$ cat src/rtl/bus_arbiter.sv
// Two-source round-robin bus arbiter with burst-limited preemption.
// Define BUS_ARB_TURNAROUND_EN to insert a one-cycle idle TURN state on every direct owner switch.
module bus_arbiter #(
  parameter int unsigned data_width = 8,
  parameter int unsigned max_burst  = 4
) (
  input  logic                  clk,
  input  logic                  rst,
  input  logic                  req1,
  input  logic                  req2,
  input  logic [data_width-1:0] data_in1,
  input  logic [data_width-1:0] data_in2,
  output logic                  data_en1,
  output logic                  data_en2,
  output logic [data_width-1:0] data_out,
  output logic                  data_valid,
  output logic                  owner
);

  localparam int unsigned CNT_W = 8;
  localparam logic [CNT_W-1:0] BURST_LAST = CNT_W'(max_burst - 1);

  typedef enum logic [1:0] {
    IDLE   = 2'd0,
    GRANT1 = 2'd1,
    GRANT2 = 2'd2
`ifdef BUS_ARB_TURNAROUND_EN
    , TURN = 2'd3
`endif
  } state_e;

  state_e           state_q, state_d;
  logic [CNT_W-1:0] cnt_q, cnt_d;
  logic             owner_q, owner_d;
  logic             en1_q, en2_q;
`ifdef BUS_ARB_TURNAROUND_EN
  logic             turn_src_q, turn_src_d;
`endif

  logic cur_req;
  logic oth_req;
  logic oth_src;
  logic grant_go;
  logic grant_src;
  logic switch_go;

  // State, counter, owner and registered enables
  always_ff @(posedge clk) begin
    if (rst) begin
      state_q <= IDLE;
      cnt_q   <= '0;
      owner_q <= 1'b1;
      en1_q   <= 1'b0;
      en2_q   <= 1'b0;
`ifdef BUS_ARB_TURNAROUND_EN
      turn_src_q <= 1'b0;
`endif
    end else begin
      state_q <= state_d;
      cnt_q   <= cnt_d;
      owner_q <= owner_d;
      en1_q   <= (state_d == GRANT1);
      en2_q   <= (state_d == GRANT2);
`ifdef BUS_ARB_TURNAROUND_EN
      turn_src_q <= turn_src_d;
`endif
    end
  end

  // Next-state: grant selection, burst limiting and switching
  always_comb begin
    state_d   = state_q;
    cnt_d     = cnt_q;
    owner_d   = owner_q;
`ifdef BUS_ARB_TURNAROUND_EN
    turn_src_d = turn_src_q;
`endif
    cur_req   = (state_q == GRANT2) ? req2 : req1;
    oth_req   = (state_q == GRANT2) ? req1 : req2;
    oth_src   = (state_q == GRANT1);
    grant_go  = 1'b0;
    grant_src = 1'b0;
    switch_go = 1'b0;

    case (state_q)
      IDLE: begin
        if (req1 && req2) begin
          grant_go  = 1'b1;
          grant_src = ~owner_q;
        end else if (req1) begin
          grant_go  = 1'b1;
          grant_src = 1'b0;
        end else if (req2) begin
          grant_go  = 1'b1;
          grant_src = 1'b1;
        end
      end
      GRANT1, GRANT2: begin
        if (!cur_req) begin
          if (oth_req) switch_go = 1'b1;
          else         state_d   = IDLE;
        end else if (cnt_q == BURST_LAST) begin
          // Burst exhausted: yield if contended, else restart the burst
          if (oth_req) switch_go = 1'b1;
          else         cnt_d     = '0;
        end else begin
          cnt_d = cnt_q + CNT_W'(1);
        end
      end
`ifdef BUS_ARB_TURNAROUND_EN
      TURN: begin
        if (turn_src_q ? req2 : req1) begin
          grant_go  = 1'b1;
          grant_src = turn_src_q;
        end else begin
          state_d = IDLE;
        end
      end
`endif
      default: state_d = IDLE;
    endcase

    if (switch_go) begin
`ifdef BUS_ARB_TURNAROUND_EN
      state_d    = TURN;
      turn_src_d = oth_src;
`else
      grant_go  = 1'b1;
      grant_src = oth_src;
`endif
    end

    if (grant_go) begin
      state_d = grant_src ? GRANT2 : GRANT1;
      owner_d = grant_src;
      cnt_d   = '0;
    end
  end

  // Shared buffer: enables are registered, payload passes through the selected source
  assign data_en1   = en1_q;
  assign data_en2   = en2_q;
  assign data_valid = en1_q | en2_q;
  assign owner      = owner_q;
  assign data_out   = en1_q ? data_in1 : (en2_q ? data_in2 : '0);

endmodule

$ cat config.mk
export PLATFORM = sky130hd
export DESIGN_NAME = bus_arbiter
export DESIGN_NICKNAME = d
export VERILOG_FILES = /design/src/rtl/bus_arbiter.sv
export SDC_FILE = /design/constraint.sdc
export NUM_CORES = 1
export LEC_CHECK = 0
export BUFFER_PORTS_ARGS = -buffer_cell sky130_fd_sc_hd__clkbuf_2
export CORE_MARGIN = 10
export CORE_UTILIZATION = 43
export CTS_CLUSTER_DIAMETER = 200
export DETAILED_ROUTE_END_ITERATION = 6
export PLACE_DENSITY = 0.71
export RECOVER_POWER = 50
export SYNTH_ARGS = -nofsm -noshare
export SYNTH_HDL_FRONTEND = slang
export SYNTH_SLANG_ARGS = --single-unit
$ cat constraint.sdc
create_clock -name clk -period 1.9 [get_ports clk]
set_clock_uncertainty 0.1 [all_clocks]
set_input_delay 0.095 -clock clk [delete_from_list [all_inputs] [get_ports clk]]
set_output_delay 0.095 -clock clk [all_outputs]
set_load 0.02 [all_outputs]
==> Word-level counts from Yosys, hierarchy flattened <==
Cells that the tools add are included.
{ "word_totals": {"n_memories": 0, "regBits": 13, "input_bits": 20, "latch_bits": 0, "output_inout_bits": 12, "wordCells": 43, "romBits": 0, "ram_bits": 0} }
{ "op_classes": {"shift": 0, "n_addsub": 1, "eq_ne": 6, "magnitude_cmp": 0, "n_mul": 0, "mux": 24, "n_div": 0, "n_reduce_logical": 5, "bitwise_logic": 2} }
{ "op_table": {"columns": ["operator", "n"], "rows": [
  ["$mux W8", 4],
  ["$mux W1", 15],
  ["$add A8 B1 Y8 const B", 1],
  ["$eq A8 B2 Y1 const B", 1],
  ["$mux W2", 4],
  ["$eq A2 B1 Y1 const B", 2],
  ["$eq A2 B2 Y1 const B", 2],
  ["$pmux W2 S2", 1],
  ["$reduce_or A2 Y1", 2],
  ["$reduce_and A3 Y1", 1],
  ["$logic_not A2 Y1", 1],
  ["$ne A2 B2 Y1 const B", 1],
  ["$logic_and A1 B1 Y1", 1],
  ["$not A1 Y1", 1],
  ["$or A1 B1 Y1", 1]
]} }

==> Longest topological paths before layout <==
{ "depth": {"word_depth": 10, "depth_mapped": 7, "mapped_depth_nobuf": 6} }

==> Least setup slack after synthesis <==
OpenSTA, ideal clock, no wires.
{ "synth_path": {"kind": "register to register", "from": "register cnt_q[0]", "to": "register owner_q, in the netlist owner", "setup_slack_ns": -0.189, "n_path_buf": 0, "arrival_time_ns": 1.875, "path_stages_with_launch": 6, "cell_sequence": "dfxtp_1 > ha_1 > or4b_4 > o31a_1 > or3_4 > a21o_1"} }
{ "synth_between": {"elab_chain_cells": 5} }
{ "synth_rtl": {"columns": ["element", "line", "rtl"], "rows": [
  ["start: declaration", "33", "logic [CNT_W-1:0] cnt_q, cnt_d;"],
  ["start signal: assignment", "60", "cnt_q <= cnt_d;"],
  ["$eq A8 B2 Y1 *", "102", "end else if (cnt_q == BURST_LAST) begin"],
  ["$mux W1 *", "102", null],
  ["$mux W1 *", "99", "if (!cur_req) begin"],
  ["$mux W1 *", "85", "case (state_q)"],
  ["$mux W1", "123", "if (switch_go) begin"],
  ["end signal: assignment", "61", "owner_q <= owner_d;"],
  ["end: declaration", "34", "logic owner_q, owner_d;"]
]} }
Mark *: on every way between the ends. The rest lies on a longest branch, timed or not.
A chain may end at the register's enable or synchronous reset.

==> Worst setup path after layout <==
{ "layout_path": {"from": "register cnt_q[1]", "to": "register owner_q, in the netlist owner"} }
The elaborated chain is that of the path after synthesis.

==> summary.md <==
| Metric | Value |
|---|---|
| Synth Net Count | 128 |
| Max-slew violations | 0 |
| Minimum clock period | 1990 ps |
| Fraction of power consumed by the clock network | 11.5% |
| # setup viols final | 13 |
| Fraction of power spent switching nets | 46.7% |
| Unrepaired setup endpoints after global routing | true |
| Final standard cell count with taps included and fillers excluded | 184 |
| Prevailing post-synth register cell | sky130_fd_sc_hd__dfxtp_1 |
| Std-Cell Core Area | 0.00196 sq mm |
| Category of cells accounting for the largest share of critical-path delay | simple AND/OR/NAND/NOR gates |
| Placed cells | 177 |
| Ratio of cells with drive above 1 in the final layout | 47.1% |
| Placed Area | 0.00122 sq mm |
| Post-synth ARST share | 0% |
| Max stage delay cell, worst path | sky130_fd_sc_hd__or4b_4 |
| Cell area after technology mapping | 880 sq um |
| Slew headroom | 66.1% |
| Number of ports placed on the die boundary | 32 |
| Sequential share of power | 23.9% |
| Top post-synthesis cells by count | 13 x sky130_fd_sc_hd__dfxtp_1, 8 x sky130_fd_sc_hd__nand2_1, 7 x sky130_fd_sc_hd__a22o_1, 7 x sky130_fd_sc_hd__nor3_1, 6 x sky130_fd_sc_hd__nand3_1 |
| Period utilisation layout | 105% |
| Fill cell instance count of the final layout | 175 |
| Combined area of the multi-input logic cells | 654 sq um |
| Effective utilization at floorplan | 44.8% |
| Share of Yosys cell area claimed by the top area cell type | 29.6% |
| Kind of start point of the critical path | flop |
| Routed Wire Length | 2880 microns |
| Crit-path cells | ha_4, or4b_4, o31a_1, or3_4, a21o_1 |
| Max-capacitance violation count | 0 |
| Hold Fails Final Rpt | 0 |
| Horizontal extent of the die | 65.2 microns |
| Via count | 1029 |
| Number of enable flip-flop cells after synthesis | 0 |
| Transition time at the pin with the least slew margin | 506 ps |
| Failing checks | negative setup slack |
| First-pass GRT wire length | 4440 microns |
| Post-synthesis to final-layout area growth | 50.1% |
| Congestion Overflow GR | 0 |
| Proportion of synthesized chip area in sequential cells | 29.6% |
| Kind of capture point of the worst setup path | flop |
| Ratio of total power to cell area | 1220 mW/mm^2 |
| Post-detailed-placement half-perimeter wirelength | 2190 microns |
| Maximum clock rate | 503 MHz |
| Count of nets left with antenna violations after detail routing | 0 |
| RD Place Congestion | 0.978 |
| Clk Latency, worst-skew pair | 290 ps |
| Maximum vdd drop | 1090 uV |
| Result of the run | finished with violations |
| Maximum clock insertion buffer count | 2 |
| Clk sink count | 13 |
| R2R Path End | owner$_SDFFE_PP1P_ |
| Post-synthesis cell count | 103 |
| Worst hold-check path type | in2reg |
| TritonCTS Buffers | 3 |
| Number of DRC markers after the initial detailed-route iteration | 64 |
| Mean Syn Cell Area | 8.54 sq um |
| FF/Latch Area | 264 sq um |
| Reg-to-reg startpoint | cnt_q[1]$_SDFFE_PP0P_ |
| Cell taking the most area after synthesis | sky130_fd_sc_hd__dfxtp_1 |
| Number of global-route vias before repair | 995 |
| Internal power consumption | 859 uW |
| Pin count of the biggest net entering global routing | 13 |
| First-pass iteration count of the detailed router | 4 |
| DR DRC count | 0 |
| Worst Reg-to-Reg Cells | 5 |
| Clock transition at the registers of the reported paths | 90 ps |
| Met3 Resource Use GR | 6.10% |
| Largest cells by area after synthesis | sky130_fd_sc_hd__dfxtp_1 30%, sky130_fd_sc_hd__ha_1 7.1%, sky130_fd_sc_hd__a22o_1 7.0% |
| Die ar. | 0.00425 sq mm |
| Number of buffers inserted by port buffering | 31 |
| Worst-case register-to-register setup slack | -90 ps |
| Antenna violations before repair | 0 |
| Met1 usage in global routing | 14.3% |
| Setup WS post-layout | -88.4 ps |
| Most used routing layer in global routing | met2 |
| Nets@finish | 183 |
| Bufs and invs on worst path | 0 |
| Worst Hold Depth | 4 |
| Clock Tree Root | sky130_fd_sc_hd__clkbuf_4 |
| TritonCTS clock tree | yes |
| Synthesis-stage register bit count | 13 |
| Hold Crit Endpoint | state_q[0]$_SDFF_PP0_ |
| Distinct cell type count after synthesis | 37 |
| Setup CP Type | reg2reg |
| Chip height | 65.2 microns |
| Data required, critical path | 1990 ps |
| Leading cell type by number of instances after synthesis | sky130_fd_sc_hd__dfxtp_1 |
| Largest incremental delay on the critical path | 470 ps |
| Endpoint arrival time on the critical path | 2080 ps |
| Lkg Pwr | 0.000558 uW |
| Fraction of met2 tracks used by global routing | 21.0% |
| Final design instance area without fill | 0.00132 sq mm |
| Ratio of routed vias to standard cells | 5.59 |
| Wire length per cell | 15.6 microns |
| Worst Path Max Fanout | 3 |
| YS warnings | 0 |
| Beginning of the worst hold path | req2 |
| Switching component of the power | 753 uW |
| Antenna diodes | 0 |
| Rows | 16 |
| Number of H-tree levels | 1 |
| All-Layer GR Usage | 12.6% |
| Combinational share of power | 64.5% |
## tightest hold or removal path: stages
cell                       delay (ps)
sky130_fd_sc_hd__clkbuf_2         150
sky130_fd_sc_hd__nand3_1          160
sky130_fd_sc_hd__o221ai_1         120
sky130_fd_sc_hd__a21oi_2           70
## worst max-delay path by stage
stage	start	to	slack [ps]	cells after the start
after floorplan	cnt_q[1]$_SDFFE_PP0P_	owner$_SDFFE_PP1P_	-80	5
after global placement	cnt_q[1]$_SDFFE_PP0P_	owner$_SDFFE_PP1P_	-4	5
after detailed placement	cnt_q[1]$_SDFFE_PP0P_	state_q[1]$_SDFF_PP0_	-40	6
after CTS	cnt_q[1]$_SDFFE_PP0P_	owner$_SDFFE_PP1P_	-50	5
after global routing	cnt_q[1]$_SDFFE_PP0P_	owner$_SDFFE_PP1P_	-110	5
final	cnt_q[1]$_SDFFE_PP0P_	owner$_SDFFE_PP1P_	-90	5
## state kept, by name, summed over array words and instances (netlist names)
name      cells
cnt_q         8
data_en1      1
data_en2      1
owner         1
state_q       2
## cell families after synthesis
logic type | share of synthesized area [%]
xor+xnor | 4.98
simple gates | 27.6
flops | 29.6
compound gates | 24.9
buf+inv | 3.41
mux | 2.42
fa+ha+maj | 7.11
## cell usage in the layout, fill, tap and decap left out, drive strengths merged, types with 3 or more instances in the layout
cell type / synthesis / final
clkbuf: 4 / 35
buf: 0 / 22
dfxtp: 13 / 13
nand2: 8 / 8
a22o: 7 / 7
o21ai: 7 / 7
nor3: 7 / 7
nand3: 6 / 6
a211oi: 5 / 5
a21oi: 5 / 5
ha: 5 / 5
xor2: 4 / 4
or3: 4 / 4
inv: 3 / 3
or4b: 3 / 3
nand4: 3 / 3
## through the flow
stage	setup TNS [ps]	setup slack (ps)	power [uW]	utilization (%)	hold WS (ps)
CTS	-259	-51.9	1580	66.3	248
detailed placement	-187	-40.8	1360	62.2	248
global placement	-3.62	-3.62	1330	62.2	237
global route	-1130	-107	1710	67.3	345
floorplan	-76.6	-76.6	998	-	64.1
finish	-600	-88.4	1610	67.3	257
## cell type report
| class | count | share of cell area (%) |
|---|---|---|
| multi-input combinational | 83 | 49.6 |
| timing repair buffer | 54 | 25.0 |
| sequential | 13 | 20.0 |
| tap | 27 | 2.56 |
| clock buffer | 4 | 1.99 |
| inverter | 3 | 0.853 |
## what timing repair did
action,in CTS,in global routing
buffers inserted,2,0
setup endpoints to repair,11,13
resized for setup,8,6
hold endpoints to repair,5,0
hold buffers,1,0
pin swaps,1,2
## per-layer routing
layer | up-vias | wire [microns]
li1 | 503 | -
met5 | - | 0
met3 | 2 | 315
met2 | 44 | 1230
met1 | 480 | 1310
met4 | 0 | 13
## power groups by stage
stage	Sequential [uW]	Combinational (uW)	Clock, uW
final	386	1040	186
after global routing	397	1120	193
after CTS	385	1010	185
after detailed placement	389	968	0
after global placement	385	945	0
after floorplan	409	588	0
No activity file was read; power rests on OpenSTA's default activity.
